$ cat src/rtl/calc_pkg.sv
// rtl/calc_pkg.sv - shared opcode, display-select, scan-code and FSM state definitions
//
// Purpose: common types for calc_input_sequencer and ps2_key_decode.
// Contents: op_e opcode enum, DS_* display-source encodings,
//           SC_* PS/2 set-2 scan codes, state_e sequencer states.
package calc_pkg;

  typedef enum logic [1:0] {
    OP_NONE = 2'd0,
    OP_ADD  = 2'd1,
    OP_SUB  = 2'd2,
    OP_MUL  = 2'd3
  } op_e;

  localparam logic [2:0] DS_OP1    = 3'd0;
  localparam logic [2:0] DS_OPER   = 3'd1;
  localparam logic [2:0] DS_OP2    = 3'd2;
  localparam logic [2:0] DS_RESULT = 3'd3;
  localparam logic [2:0] DS_ERROR  = 3'd4;

  localparam logic [7:0] SC_BREAK   = 8'hF0;
  localparam logic [7:0] SC_EXT     = 8'hE0;
  localparam logic [7:0] SC_ENTER   = 8'h5A;
  localparam logic [7:0] SC_CLEAR   = 8'h66;
  localparam logic [7:0] SC_ESC     = 8'h76;
  localparam logic [7:0] SC_ADD     = 8'h79;
  localparam logic [7:0] SC_SUB     = 8'h7B;
  localparam logic [7:0] SC_SUB_ALT = 8'h4E;
  localparam logic [7:0] SC_MUL     = 8'h7C;

  typedef enum logic [3:0] {
    ST_ENT1  = 4'd0,
    ST_OPER  = 4'd1,
    ST_ENT2  = 4'd2,
    ST_WR1   = 4'd3,
    ST_WR2   = 4'd4,
    ST_WR3   = 4'd5,
    ST_START = 4'd6,
    ST_WAIT  = 4'd7,
    ST_RD    = 4'd8,
    ST_CAP   = 4'd9,
    ST_SHOW  = 4'd10,
    ST_ERR   = 4'd11
  } state_e;

endpackage

$ cat src/rtl/ps2_key_decode.sv
// rtl/ps2_key_decode.sv - combinational PS/2 set-2 scan code classifier
//
// Purpose: maps one press scan code to its key class.
// Ports:
//   i_code      in  8  scan-code byte
//   o_is_digit  out 1  code is a decimal digit key
//   o_digit     out 4  digit value 0..9 (0 when not a digit)
//   o_is_op     out 1  code is an operator key
//   o_op        out 2  operator (OP_NONE when not an operator)
//   o_is_enter  out 1  enter key
//   o_is_clear  out 1  clear (backspace) key
//   o_is_esc    out 1  escape key
module ps2_key_decode
  import calc_pkg::*;
(
  input  logic [7:0] i_code,
  output logic       o_is_digit,
  output logic [3:0] o_digit,
  output logic       o_is_op,
  output op_e        o_op,
  output logic       o_is_enter,
  output logic       o_is_clear,
  output logic       o_is_esc
);

  always_comb begin
    o_is_digit = 1'b0;
    o_digit    = 4'd0;
    o_is_op    = 1'b0;
    o_op       = OP_NONE;
    o_is_enter = 1'b0;
    o_is_clear = 1'b0;
    o_is_esc   = 1'b0;
    case (i_code)
      8'h45: begin o_is_digit = 1'b1; o_digit = 4'd0; end
      8'h16: begin o_is_digit = 1'b1; o_digit = 4'd1; end
      8'h1E: begin o_is_digit = 1'b1; o_digit = 4'd2; end
      8'h26: begin o_is_digit = 1'b1; o_digit = 4'd3; end
      8'h25: begin o_is_digit = 1'b1; o_digit = 4'd4; end
      8'h2E: begin o_is_digit = 1'b1; o_digit = 4'd5; end
      8'h36: begin o_is_digit = 1'b1; o_digit = 4'd6; end
      8'h3D: begin o_is_digit = 1'b1; o_digit = 4'd7; end
      8'h3E: begin o_is_digit = 1'b1; o_digit = 4'd8; end
      8'h46: begin o_is_digit = 1'b1; o_digit = 4'd9; end
      SC_ADD:             begin o_is_op = 1'b1; o_op = OP_ADD; end
      SC_SUB, SC_SUB_ALT: begin o_is_op = 1'b1; o_op = OP_SUB; end
      SC_MUL:             begin o_is_op = 1'b1; o_op = OP_MUL; end
      SC_ENTER: o_is_enter = 1'b1;
      SC_CLEAR: o_is_clear = 1'b1;
      SC_ESC:   o_is_esc   = 1'b1;
      default: ;
    endcase
  end

endmodule

$ cat src/rtl/calc_input_sequencer.sv
// rtl/calc_input_sequencer.sv - keyboard calculator entry FSM and MIPS mailbox sequencer
//
// Purpose: parses PS/2 press events into op1/operator/op2, writes the three
// mailboxes, starts the core, waits for done (with timeout), captures the
// result and selects what the display shows.
// Ports:
//   i_clk, i_reset             clock, synchronous active-high reset
//   i_key_strobe, i_key_byte   one-cycle strobe and scan-code byte
//   i_mips_done, i_result_in   core done level, result word (valid cycle after rd)
//   o_op1, o_op2, o_opcode     mailbox data
//   o_wr_op1/op2/opcode        mailbox write strobes
//   o_calc_start, o_rd_result  core start pulse, result read strobe
//   o_disp_sel, o_disp_value   display source select and routed value
//   o_busy, o_error            sequence in flight, timeout error
module calc_input_sequencer
  import calc_pkg::*;
#(
  parameter int DATA_W      = 32,
  parameter int MAX_DIGITS  = 4,
  parameter int TIMEOUT_CYC = 1000000,
  parameter int CNT_W       = 20
) (
  input  logic              i_clk,
  input  logic              i_reset,
  input  logic              i_key_strobe,
  input  logic [7:0]        i_key_byte,
  input  logic              i_mips_done,
  input  logic [DATA_W-1:0] i_result_in,
  output logic [DATA_W-1:0] o_op1,
  output logic [DATA_W-1:0] o_op2,
  output logic [DATA_W-1:0] o_opcode,
  output logic              o_wr_op1,
  output logic              o_wr_op2,
  output logic              o_wr_opcode,
  output logic              o_calc_start,
  output logic              o_rd_result,
  output logic [2:0]        o_disp_sel,
  output logic [DATA_W-1:0] o_disp_value,
  output logic              o_busy,
  output logic              o_error
);

  localparam int                DCNT_W   = $clog2(MAX_DIGITS + 1);
  localparam logic [DCNT_W-1:0] DCNT_MAX = DCNT_W'(MAX_DIGITS);
  localparam logic [CNT_W-1:0]  TO_LAST  = CNT_W'(TIMEOUT_CYC - 1);

  function automatic logic [DATA_W-1:0] acc_digit(input logic [DATA_W-1:0] v,
                                                  input logic [3:0]        d);
    return (v * DATA_W'(10)) + DATA_W'(d);
  endfunction

  state_e              r_state;
  logic                r_skip;
  logic [DATA_W-1:0]   r_op1;
  logic [DATA_W-1:0]   r_op2;
  logic [DATA_W-1:0]   r_result;
  op_e                 r_opcode;
  logic [DCNT_W-1:0]   r_cnt1;
  logic [DCNT_W-1:0]   r_cnt2;
  logic [CNT_W-1:0]    r_timer;
  logic                r_wr_op1;
  logic                r_wr_op2;
  logic                r_wr_opcode;
  logic                r_calc_start;
  logic                r_rd_result;
  logic                r_busy;

  logic                w_is_digit;
  logic [3:0]          w_digit;
  logic                w_is_op;
  op_e                 w_op;
  logic                w_is_enter;
  logic                w_is_clear;
  logic                w_is_esc;
  logic                w_press;
  logic                w_key_valid;
  logic                w_in_seq;
  logic [CNT_W-1:0]    w_timer_inc;
  logic [DATA_W-1:0]   w_opcode_ext;
  logic [DATA_W-1:0]   w_digit_ext;
  logic [2:0]          w_disp_sel;
  logic [DATA_W-1:0]   w_disp_value;

  ps2_key_decode u_decode (
    .i_code     (i_key_byte),
    .o_is_digit (w_is_digit),
    .o_digit    (w_digit),
    .o_is_op    (w_is_op),
    .o_op       (w_op),
    .o_is_enter (w_is_enter),
    .o_is_clear (w_is_clear),
    .o_is_esc   (w_is_esc)
  );

  // A press is any strobed byte that is not a prefix and not the byte after F0.
  assign w_press      = i_key_strobe && !r_skip &&
                        (i_key_byte != SC_BREAK) && (i_key_byte != SC_EXT);
  assign w_key_valid  = w_is_digit | w_is_op | w_is_enter | w_is_clear | w_is_esc;
  assign w_in_seq     = (r_state inside {ST_WR1, ST_WR2, ST_WR3, ST_START,
                                         ST_WAIT, ST_RD, ST_CAP});
  assign w_timer_inc  = r_timer + CNT_W'(1);
  assign w_opcode_ext = {{(DATA_W-2){1'b0}}, r_opcode};
  assign w_digit_ext  = {{(DATA_W-4){1'b0}}, w_digit};

  always_ff @(posedge i_clk) begin
    if (i_reset) begin
      r_state      <= ST_ENT1;
      r_skip       <= 1'b0;
      r_op1        <= '0;
      r_op2        <= '0;
      r_result     <= '0;
      r_opcode     <= OP_NONE;
      r_cnt1       <= '0;
      r_cnt2       <= '0;
      r_timer      <= '0;
      r_wr_op1     <= 1'b0;
      r_wr_op2     <= 1'b0;
      r_wr_opcode  <= 1'b0;
      r_calc_start <= 1'b0;
      r_rd_result  <= 1'b0;
      r_busy       <= 1'b0;
    end else begin
      r_wr_op1     <= 1'b0;
      r_wr_op2     <= 1'b0;
      r_wr_opcode  <= 1'b0;
      r_calc_start <= 1'b0;
      r_rd_result  <= 1'b0;

      // F0 discards exactly the following byte; E0 is dropped without arming.
      if (i_key_strobe) begin
        if (r_skip)
          r_skip <= 1'b0;
        else if (i_key_byte == SC_BREAK)
          r_skip <= 1'b1;
      end

      if (w_press && (w_is_esc || (r_state == ST_ERR && w_key_valid)) && !w_in_seq) begin
        r_state  <= ST_ENT1;
        r_op1    <= '0;
        r_op2    <= '0;
        r_result <= '0;
        r_opcode <= OP_NONE;
        r_cnt1   <= '0;
        r_cnt2   <= '0;
        r_timer  <= '0;
        r_busy   <= 1'b0;
      end else begin
        case (r_state)
          ST_ENT1: if (w_press) begin
            if (w_is_digit) begin
              if (r_cnt1 < DCNT_MAX) begin
                r_op1  <= acc_digit(r_op1, w_digit);
                r_cnt1 <= r_cnt1 + DCNT_W'(1);
              end
            end else if (w_is_op) begin
              if (r_cnt1 != '0) begin
                r_opcode <= w_op;
                r_state  <= ST_OPER;
              end
            end else if (w_is_clear) begin
              r_op1  <= '0;
              r_cnt1 <= '0;
            end
          end
          ST_OPER: if (w_press) begin
            if (w_is_op) begin
              r_opcode <= w_op;
            end else if (w_is_digit) begin
              r_op2   <= acc_digit(r_op2, w_digit);
              r_cnt2  <= r_cnt2 + DCNT_W'(1);
              r_state <= ST_ENT2;
            end
          end
          ST_ENT2: if (w_press) begin
            if (w_is_digit) begin
              if (r_cnt2 < DCNT_MAX) begin
                r_op2  <= acc_digit(r_op2, w_digit);
                r_cnt2 <= r_cnt2 + DCNT_W'(1);
              end
            end else if (w_is_enter) begin
              if (r_cnt2 != '0) begin
                r_wr_op1 <= 1'b1;
                r_busy   <= 1'b1;
                r_state  <= ST_WR1;
              end
            end else if (w_is_clear) begin
              r_op2  <= '0;
              r_cnt2 <= '0;
            end
          end
          // Strobes are raised on entry so each is high exactly in its state.
          ST_WR1: begin
            r_wr_op2 <= 1'b1;
            r_state  <= ST_WR2;
          end
          ST_WR2: begin
            r_wr_opcode <= 1'b1;
            r_state     <= ST_WR3;
          end
          ST_WR3: begin
            r_calc_start <= 1'b1;
            r_state      <= ST_START;
          end
          ST_START: begin
            r_timer <= '0;
            r_state <= ST_WAIT;
          end
          // The timer reaching TIMEOUT_CYC-1 lands ERR TIMEOUT_CYC cycles
          // after the calc_start cycle.
          ST_WAIT: begin
            if (i_mips_done) begin
              r_rd_result <= 1'b1;
              r_state     <= ST_RD;
            end else if (w_timer_inc == TO_LAST) begin
              r_busy  <= 1'b0;
              r_state <= ST_ERR;
            end else begin
              r_timer <= w_timer_inc;
            end
          end
          ST_RD: r_state <= ST_CAP;
          ST_CAP: begin
            r_result <= i_result_in;
            r_busy   <= 1'b0;
            r_state  <= ST_SHOW;
          end
          ST_SHOW: if (w_press) begin
            if (w_is_digit) begin
              r_op1    <= w_digit_ext;
              r_cnt1   <= DCNT_W'(1);
              r_op2    <= '0;
              r_cnt2   <= '0;
              r_opcode <= OP_NONE;
              r_state  <= ST_ENT1;
            end else if (w_is_op) begin
              r_op1    <= r_result;
              r_cnt1   <= DCNT_W'(1);
              r_op2    <= '0;
              r_cnt2   <= '0;
              r_opcode <= w_op;
              r_state  <= ST_OPER;
            end
          end
          default: ;
        endcase
      end
    end
  end

  always_comb begin
    w_disp_sel   = DS_OP1;
    w_disp_value = r_op1;
    case (r_state)
      ST_ENT1: begin w_disp_sel = DS_OP1;    w_disp_value = r_op1;        end
      ST_OPER: begin w_disp_sel = DS_OPER;   w_disp_value = w_opcode_ext; end
      ST_SHOW: begin w_disp_sel = DS_RESULT; w_disp_value = r_result;     end
      ST_ERR:  begin w_disp_sel = DS_ERROR;  w_disp_value = '0;           end
      // ENT2 and the mailbox/wait states keep operand two on the display.
      default: begin w_disp_sel = DS_OP2;    w_disp_value = r_op2;        end
    endcase
  end

  assign o_op1        = r_op1;
  assign o_op2        = r_op2;
  assign o_opcode     = w_opcode_ext;
  assign o_wr_op1     = r_wr_op1;
  assign o_wr_op2     = r_wr_op2;
  assign o_wr_opcode  = r_wr_opcode;
  assign o_calc_start = r_calc_start;
  assign o_rd_result  = r_rd_result;
  assign o_disp_sel   = w_disp_sel;
  assign o_disp_value = w_disp_value;
  assign o_busy       = r_busy;
  assign o_error      = (r_state == ST_ERR);

endmodule

$ cat config.mk
export PLATFORM = sky130hd
export DESIGN_NAME = calc_input_sequencer
export DESIGN_NICKNAME = d
export VERILOG_FILES = /design/src/rtl/calc_pkg.sv /design/src/rtl/ps2_key_decode.sv /design/src/rtl/calc_input_sequencer.sv
export SDC_FILE = /design/constraint.sdc
export NUM_CORES = 1
export LEC_CHECK = 0
export CAP_MARGIN = 20
export CORE_MARGIN = 1
export CORE_UTILIZATION = 50
export DETAILED_ROUTE_END_ITERATION = 6
export PLACE_DENSITY_LB_ADDON = 0.08
export SLEW_MARGIN = 20
export SYNTH_ARGS = -nofsm -noshare
export SYNTH_HDL_FRONTEND = slang
export SYNTH_SLANG_ARGS = --single-unit
$ cat constraint.sdc
create_clock -name i_clk -period 4.6 [get_ports i_clk]
set_input_delay 0.92 -clock i_clk [delete_from_list [all_inputs] [get_ports i_clk]]
set_output_delay 0.92 -clock i_clk [all_outputs]
set_load 0.02 [all_outputs]
==> impl_results.md, run 1 <==
* Initial core utilization at 50.9%
* Met2 routed WL at 19200 um
* Worst path max stage delay at 0.61 ns
* Met3 wire length at 2490 um
* Ant diodes at 0
* I/O pin cnt at 182
* Routed vias/inst at 6.00
* Multi-input logic area at 0.00916 mm^2
* DRT iter0 DRCs at 1166
* Buffer and inverter count on the worst path at 0
* # rows at 57
* Num CTS Buffers at 17
* Ys Warns at 0
* Reg-to-reg critical path startpoint: o_op2[1]
* Final HPWL from detailed placement at 31600 um
* Total chip power at 2.83 mW
* Crit Path Class: register to register
* Non-Filler Instances at 2198
* Inst Count DP at 2165
* Path depth of the worst reg2reg path at 13
* Layout Nets at 2031
* Initial antenna violation count at 0
* Crit path launch type: register
* Critical path's most frequent cell: ha_1
* Hold violation count in the final report at 0
* Int Pwr at 2.03 mW
* PwrDens at 185 mW/mm^2
* Reg area at 0.00270 mm^2
* TritonCTS clock tree: yes
* Worst-path cell chain: ha_1, ha_1, fa_1, a211oi_2, o21ai_2, a2111o_1, o311ai_2, or4b_1, or3_4, or4_4, nor4_2, xnor2_1, o21ai_1
* Syn Area/Cell at 7.35 um^2
* Core area at 0.0243 mm^2
* Crit path from: o_op2[1]
* Synth Register Bits at 135
* Drt wl/cell at 19.1 um
* Die area at 0.0254 mm^2
* Buffers on Ports at 151
* VDD IR max at 0.216 mV
* Net switching fraction of the power at 28.3%
* Post-synth EDFFs at 0
* Floorplan die width at 159 um
* Yosys top cell area share at 21.8%
* Total Routing Usage GR at 32.4%
* Post-Route Skew at 0.0185 ns
* Clock share of power at 48.2%
* Leakage dissipation at 6.28 nW
* M1 wire length at 19100 um
* Clk slew on worst S/H paths at 0.07 ns
* Seq/Total Area, Yosys at 21.8%
* Fillers at 2270
* Logic gate share of total power at 10.0%
* Family with the most delay on the worst path: simple AND/OR/NAND/NOR gates
* Htree depth at 4
* Dominant synthesized flop cell: dfxtp_1
* Layout cells sized above 1 at 9.39%
* Vias at 13.2k
* CP max-delay cell: or4_4
* Final Max Tran Viols at 0
* TritonRoute pass-1 iters at 5
* Gpl congestion at 0.954
* Data required, critical path at 4.90 ns
* Critical Path Stages at 13
* Routed Antenna Nets at 0
* Layout area overhead at 23.6%
* Sequential power share at 41.8%
* Type of the worst min-delay path: register to register
* CP arrival at 4.69 ns
* R2R Path End: o_op2[31]
* Vias in the first global route at 12.3k
* DRC Markers at 0
* TNS Setup at 0 ns
* First-pass GRT wire length at 66500 um
* Synth unique cells at 80
* Reg-to-reg slack, setup at 0.21 ns
* Mapped Cells at 1683
* Slew @ Worst Pin at 0.918 ns
* Crit-path max FO at 5
* Mapped Area at 0.0124 mm^2
* Max clock buf depth at 2
* Clk sinks at 135
* Post-Route WL at 42000 um
* Peak Freq at 228 MHz
* CTS root buf: clkbuf_16
* CTS Hold Buffers Added at 0
* Top cell type by total area after synthesis: dfxtp_1
* CP endpoint: o_op2[31]
* Status: complete, no violations
* DIE HEIGHT at 159 um
* FFs w/ async S/R, synth at 0%
* Max_cap viols at 0
* Final min period at 4.39 ns
* Slew HR at 38.8%
* Grt ovf at 0
* DR top layer: met4
* Final setup violation count at 0
* CP endpoint kind: register
* Largest cells by area after synthesis: dfxtp_1, ha_1, nand2_1, a21oi_1, nor2_1
* Final worst path period share at 95.4%
* Switching power at 0.800 mW
* Largest net degree at the start of global routing at 34
* Clock Latency Late Sink at 0.43 ns
==> layout make-up <==
| type | count | area share (%) |
|---|---|---|
| clock buffer | 19 | 2.96 |
| clock inverter | 13 | 0.728 |
| inverter | 22 | 0.540 |
| multi-input combinational | 1428 | 59.9 |
| sequential | 135 | 17.7 |
| tap | 324 | 2.65 |
| timing repair buffer | 257 | 15.5 |
==> cell usage in the layout (no fill, tap or decap), types with 22 or more instances in the layout <==
master and count:
xnor2_1 56, a211oi_1 44, a22oi_1 62, ha_1 122, nor3_1 42, a21oi_1 150
o21ai_0 72, dfxtp_1 135, nand4_1 22, nand2_1 259, xor2_1 44, nor2_1 139
buf_4 101, nand2b_1 24, nand3_1 42, clkdlybuf4s50_1 151, a21o_1 23, conb_1 30
==> sequential cells by signal, summed over array words and instances, names as in the netlist, 2 cells and up <==
name	count
r_opcode	2
r_timer	20
r_state	4
r_result	32
r_cnt2	3
r_cnt1	3
o_op1	32
o_op2	32
==> kinds of logic after synthesis <==
logic type	after synthesis	share of synthesized area (%)
buffers and inverters	149	5.49
AND/OR/NAND/NOR	682	26.4
other	1	0.0303
AO/OA/AOI/OAI	478	25.2
adder cells (fa/ha/maj)	126	13.0
flip-flops	135	21.8
multiplexers	12	0.991
XOR/XNOR	100	7.08
==> metrics by stage <==
| stage | hold slack (ns) | area [um^2] | setup slack (ns) | util (%) |
|---|---|---|---|---|
| 2_1_floorplan | 0.434 | 12500 | 0.239 | - |
| 3_3_place_gp | 0.450 | 14700 | -0.118 | 60.4 |
| 3_5_place_dp | 0.461 | 14700 | -0.158 | 60.4 |
| 4_1_cts | 0.470 | 15300 | 0.180 | 62.7 |
| 5_1_grt | 0.492 | 15300 | -0.0299 | 62.9 |
| 6_report | 0.470 | 15300 | 0.211 | 62.9 |
==> worst reg2reg max path, delay by kind of cell (launching register included) <==
family / cells / cell delay [ns]
compound gates: 5 / 1.07
simple gates: 4 / 1.76
fa+ha+maj: 3 / 0.98
xor+xnor: 1 / 0.15
flops: 1 / 0.31
==> power by group through the flow <==
stage | logic (mW) | clock network (mW) | registers, mW
2_1_floorplan | 0.169 | 0 | 1.22
3_3_place_gp | 0.277 | 0 | 1.21
3_5_place_dp | 0.277 | 0 | 1.21
4_1_cts | 0.280 | 1.38 | 1.18
5_1_grt | 0.305 | 1.42 | 1.18
6_report | 0.282 | 1.36 | 1.18
==> Yosys cell counts, types with 21 or more instances <==
cell type,number
a211oi_1,44
and2_1,21
nand3_1,42
nor3_1,45
nand4_1,22
ha_1,122
inv_1,21
dfxtp_1,135
nor2_1,142
o21ai_0,73
buf_4,31
clkbuf_1,91
a22oi_1,62
nand2_1,259
nand2b_1,24
xor2_1,44
a21o_1,23
a21oi_1,150
xnor2_1,56
==> per-layer routing <==
layer	global-route usage, %	vias to the layer above
met1	44.2	6163
met4	11.3	0
met2	52.9	478
met3	3.78	74
li1	-	6467
met5	0	-
==> worst min path at each step <==
stage           start      to  slack (ns)  cells after the start
6_report       r_skip  r_skip        0.47                      2
5_1_grt        r_skip  r_skip        0.49                      2
4_1_cts        r_skip  r_skip        0.47                      2
3_5_place_dp   r_skip  r_skip        0.46                      2
3_3_place_gp   r_skip  r_skip        0.45                      2
2_1_floorplan  r_skip  r_skip        0.43                      2
==> repair_timing <==
action	in CTS	in global routing
buffers inserted	0	1
setup endpoints to repair	0	8
endpoints found under the hold margin	0	0
gates resized for setup	0	8
Note: power is estimated with default switching activity, not from simulation.
==> inputs of run 2 (changes only) <==
--- a/config.mk
+++ b/config.mk
@@ -9,7 +9,7 @@
 export CORE_MARGIN = 1
 export CORE_UTILIZATION = 50
 export DETAILED_ROUTE_END_ITERATION = 6
-export PLACE_DENSITY_LB_ADDON = 0.08
+export PLACE_DENSITY_LB_ADDON = 0.15
 export SLEW_MARGIN = 20
 export SYNTH_ARGS = -nofsm -noshare
 export SYNTH_HDL_FRONTEND = slang
==> run 2 against run 1 <==
Net effect: critical endpoint unchanged; via count rose by 0.49%; final cell count fell by 0.18%; sequential share of layout area rose by 0.076 points; sequential cell count did not move; global-route usage rose by 0.073 points; register-to-register slack got worse by 0.05 ns; critical path depth did not move; maximum frequency fell by 1.2%; final area fell by 0.34%; the flow now finishes with violations (DRC); routed wire length fell by 0.62%; largest power group unchanged.
==> impl_results.md, run 2 (synthesized netlist as in run 1, its figures left out) <==
* Status: complete, but fails checks
* Failing checks: DRC
* Final Max Tran Viols at 0 (unchanged)
* Data required, critical path at 4.91 ns (about the same)
* Initial core utilization at 50.9% (unchanged)
* Non-Filler Instances at 2194 (-0.18%)
* Largest net degree at the start of global routing at 51 (+50%)
* Met2 usage at 53.3% (+0.40 points)
* Met1 Use GR at 44.4% (+0.16 points)
* Layout Nets at 2027 (-0.20%)
* Total chip power at 2.83 mW (about the same)
* Type of the worst min-delay path: register to register
* Final min period at 4.44 ns (+0.0541 ns)
* Layout cells sized above 1 at 9.30% (-0.087 points)
* Initial antenna violation count at 0 (unchanged)
* CP endpoint kind: register
* Most frequent cells in the layout: nand2_1, clkdlybuf4s50_1, a21oi_1
* Max clock buf depth at 2 (unchanged)
* Grt ovf at 0 (unchanged)
* Clk slew on worst S/H paths at 0.07 ns (about the same)
* Total Routing Usage GR at 32.5% (+0.073 points)
* Buffers on Ports at 151 (unchanged)
* Crit Path Class: register to register
* Routed Antenna Nets at 0 (unchanged)
* Hold violation count in the final report at 0 (unchanged)
* PwrDens at 186 mW/mm^2 (+0.44%)
* Routed vias/inst at 6.04 (+0.68%)
* Post-Route WL at 41700 um (-0.62%)
* Drt wl/cell at 19.0 um (-0.44%)
* Crit path launch type: register
* First-pass GRT wire length at 66200 um (-0.39%)
* Clock Latency Late Sink at 0.44 ns (about the same)
* RSZ-0062 raised after global routing: true
* Fillers at 2289 (+0.84%)
* DIE HEIGHT at 159 um (unchanged)
* Peak Freq at 225 MHz (-1.2%)
* Gpl congestion at 0.951 (-0.26%)
* Slew HR at 31.9% (-6.9 points)
* Commonest non-fill, non-tap cell in the layout: nand2_1
* CTS root buf: clkbuf_16
* Leakage dissipation at 6.27 nW (-0.27%)
* DRT iter0 DRCs at 1061 (-9.0%)
* Vias at 13.2k (+0.49%)
* DRC Markers at 6 (+6)
* Htree depth at 4 (unchanged)
* # rows at 57 (unchanged)
* Post-Route Skew at 0.0197 ns (+0.00115 ns)
* Core area at 0.0243 mm^2 (unchanged)
* Clk sinks at 135 (unchanged)
* Multi-input logic area at 0.00917 mm^2 (about the same)
* Slew @ Worst Pin at 1.01 ns (+0.0960 ns)
* Floorplan die width at 159 um (unchanged)
* GRT busiest layer: met2
* Final HPWL from detailed placement at 31300 um (-0.90%)
* Crit-path max FO at 5 (unchanged)
* TritonCTS clock tree: yes
* Vias in the first global route at 12.2k (-0.60%)
* Reg area at 0.00271 mm^2 (about the same)
* CTS Hold Buffers Added at 0 (unchanged)
* Final setup violation count at 0 (unchanged)
* VDD IR max at 0.172 mV (-20%)
* Ant diodes at 0 (unchanged)
* Worst hold slack at 0.468 ns (-0.00158 ns)
* Inst Count DP at 2161 (-0.18%)
* TritonRoute pass-1 iters at 7 (+2)
* Die area at 0.0254 mm^2 (unchanged)
* Layout area overhead at 23.1%
* Max_cap viols at 0 (unchanged)
* TNS Setup at 0 ns (unchanged)
* Final worst path period share at 96.6% (+1.2 points)
* Met3 GRT Util at 4.06% (+0.29 points)
* CP arrival at 4.76 ns (+0.07 ns)
* Num CTS Buffers at 17 (unchanged)
* I/O pin cnt at 182 (unchanged)
-- run 2: cell types whose count changed in the layout (fill, tap and decap cells not counted), sizes merged --
cell	previous run	this run
buf	106	102
clkbuf	19	17
clkinv	4	3
clkinvlp	4	3
inv	27	31
-- run 2: cell type report --
cell class                 count  share of cell area [%]
multi-input combinational   1428                    60.2
tap                          324                    2.66
inverter                      22                   0.542
sequential                   135                    17.8
clock buffer                  17                    2.79
timing repair buffer         253                    15.2
clock inverter                15                   0.879
-- run 2: worst max-delay path: stages (launching register included) --
cell and delay (ns):
dfxtp_1 0.32, ha_1 0.29, ha_1 0.23, fa_1 0.46
a211oi_4 0.32, o21ai_2 0.13, a2111o_1 0.45, o311ai_2 0.14
or4b_1 0.52, or3_4 0.44, or4_4 0.60, nor4_2 0.18
xnor2_1 0.15, o21ai_1 0.07
-- run 2: final timing paths --
| path | startpoint | endpoint | slack, ns | cells after the start |
|---|---|---|---|---|
| worst max-delay path | o_op2[1] | o_op2[31] | 0.16 | 13 |
| worst min-delay path | r_skip | r_skip | 0.47 | 2 |
| worst max register to register | o_op2[1] | o_op2[31] | 0.16 | 13 |
| worst min register to register | r_skip | r_skip | 0.47 | 2 |
-- run 2: power breakdown --
part           switching, mW  total, mW  internal (mW)
clock network          0.652       1.37          0.714
logic                  0.160      0.280          0.120
registers             0.0106       1.18           1.17
total                  0.823       2.83           2.01
-- run 2: through the flow --
| step | setup slack (ns) | instance area (um^2) | utilization [%] |
|---|---|---|---|
| floorplan | 0.239 | 12500 | - |
| global placement | -0.101 | 14600 | 60.2 |
| detailed placement | -0.205 | 14600 | 60.2 |
| CTS | 0.146 | 15200 | 62.5 |
| global route | -0.167 | 15200 | 62.7 |
| finish | 0.156 | 15200 | 62.7 |
-- run 2: repair_timing --
| action | CTS | global route |
|---|---|---|
| buffers inserted | 0 | 1 |
| gates resized for setup | 0 | 9 |
| setup endpoints to repair | 0 | 9 |
-- run 2: layer usage --
layer  up-vias  part of all wire [%]
met2       508                    46
met3        68                   6.3
met1      6222                    45
met5         -                     0
met4         0                   2.7
li1       6449                     -
==> RTL edit (settings of run 2) <==
The parameter `DATA_W` goes from 32 to 16.
--- a/src/rtl/calc_input_sequencer.sv
+++ b/src/rtl/calc_input_sequencer.sv
@@ -17,3 +17,3 @@
 #(
-  parameter int DATA_W      = 32,
+  parameter int DATA_W      = 16,
   parameter int MAX_DIGITS  = 4,
Ports: changed (5 resized); port bits go from 182 to 102. No check against the original RTL was run, so the function may have changed too.
==> RTL edit against run 2 <==
- cell count decreased by 47%
- synthesized cell count decreased by 46%
- routed wire length decreased by 55%
- power decreased by 39%
- first-iteration DRC count decreased by 48%
- combinational power decreased by 49%
- synthesized area decreased by 43%
- register-to-register slack improved by 0.91 ns
- sequential power decreased by 36%
- final area decreased by 45%
- setup slack improved by 0.16 ns
- clock power decreased by 40%
- sequential cell count decreased by 48
- largest cell class unchanged
==> RTL edit: results <==
{
  "worst_pin_slew_ns": 0.903,
  "hpwl_um": 13500,
  "track_usage": 0.262,
  "clkTransAtPathRegs_ns": 0.07,
  "skew_ns": 0.0101,
  "hold_path_depth": 2,
  "largest_register": "r_timer",
  "fill_cells": 1267,
  "drive_gt1_frac": 0.0747,
  "synth_cell_types": 87,
  "grt_max_degree": 63,
  "grtUsageMet3": 0.0495,
  "use_met1": 0.349,
  "synth-seq-area-share": 0.249,
  "crit_slowest_cell": "clkdlybuf4s50_1",
  "wl_um": 18600,
  "vdd.ir_drop.worst_v": 0.000155,
  "p_leak_nw": 3.24,
  "clock_latency_ns": 0.35,
  "post_cts_buffers": 0,
  "dr.pass1.iters": 5,
  "drtAntennaViolNets": 0,
  "synthArstFlopShare": 0,
  "yosys-top-cells-area": "dfxtp_1 (25%), ha_1 (10%), a21oi_1 (5.9%)",
  "drtIter0Drc": 552,
  "path_delay_family": "simple AND/OR/NAND/NOR gates",
  "placedCellCount": 1150,
  "status": "finished, final reports clean",
  "portBuffers": 87,
  "h-tree-depth": 3,
  "place.gp.congestion": 0.908,
  "largest_reg_flops": 20,
  "synthTopCellsByCount": "nand2_1 (109), dfxtp_1 (87), a21oi_1 (83)",
  "cp_max_fo": 8,
  "grt_first_pass_wirelength_um": 30500,
  "cp_data_arrival_time_ns": 4.55,
  "grt_pass1_vias": 6152,
  "synth_ff_type": "dfxtp_1",
  "grtUsageMet2": 0.424,
  "cts_root_buffer": "clkbuf_16",
  "fin_nets": 1075,
  "max_stage_delay_ns": 0.52,
  "antenna_found_initial": 0,
  "hold_path.class": "register to register",
  "yosys_warnings": 0,
  "hold_viol": 0,
  "wl_per_cell_um": 16.0,
  "viasPerCell": 5.84,
  "reg2reg_depth": 13,
  "clock_path_buffers": 2,
  "numCtsBuffers": 9,
  "hold_buffers": 0,
  "synth.avg_cell_area_um2": 7.75
}
==> RTL edit: path summary, 6_finish.rpt <==
check                     start        end  slack [ns]
setup / recovery  i_key_byte[5]  o_op2[15]        0.32
hold / removal           o_busy     o_busy        0.47
setup reg to reg       o_op2[1]  o_op2[15]        1.07
hold reg to reg          o_busy     o_busy        0.47
==> RTL edit: stage by stage <==
step	setup WS [ns]	power, mW	area (µm²)	hold slack (ns)	utilization
3_5_place_dp	0.0160	0.917	8070	0.467	0.600
6_report	0.319	1.72	8400	0.471	0.624
3_3_place_gp	0.120	0.917	8070	0.462	0.600
4_1_cts	0.332	1.74	8400	0.477	0.624
5_1_grt	0.0110	1.78	8400	0.501	0.624
2_1_floorplan	0.751	0.869	7050	0.446	-
==> RTL edit: area by class of cell <==
cell class,instances,share of cell area
clock inverters,7,0.0122
inverters,29,0.0130
flip-flops and latches,87,0.207
multi-input cells,739,0.579
well taps,176,0.0262
repair buffers,119,0.135
clock buffers,9,0.0268
==> RTL edit: kinds of logic (layout without fill, tap and decap cells) <==
kind of cell | count (synthesis) | in the layout | share of synthesized area
AOI/OAI and AO/OA | 256 | 256 | 0.239
xor gates and xnor gates | 49 | 49 | 0.0643
adders and majority gates | 62 | 62 | 0.115
buffers and inverters | 91 | 164 | 0.0636
DFF | 87 | 87 | 0.249
muxes | 8 | 8 | 0.0116
other | 1 | 14 | 0.000536
and+or+nand+nor | 350 | 350 | 0.257
==> RTL edit: layer usage <==
metal / routed length [µm] / part of all wire / vias to the layer above
met5: 0 / 0 / -
met4: 333 / 0.018 / 0
met3: 1020 / 0.055 / 29
met2: 8460 / 0.45 / 200
met1: 8810 / 0.47 / 3172
li1: - / - / 3409
==> RTL edit: worst min-delay path, delay by kind of cell (launching register included) <==
family / cells / cell delay (ns)
AO/OA/AOI/OAI: 1 / 0.06
flip-flops: 1 / 0.31
AND/OR/NAND/NOR: 1 / 0.06
==> RTL edit: report_power, final <==
part | switching, mW | internal, mW | total, mW
clock network | 0.334 | 0.484 | 0.818
registers | 0.00446 | 0.755 | 0.760
logic | 0.0805 | 0.0618 | 0.142
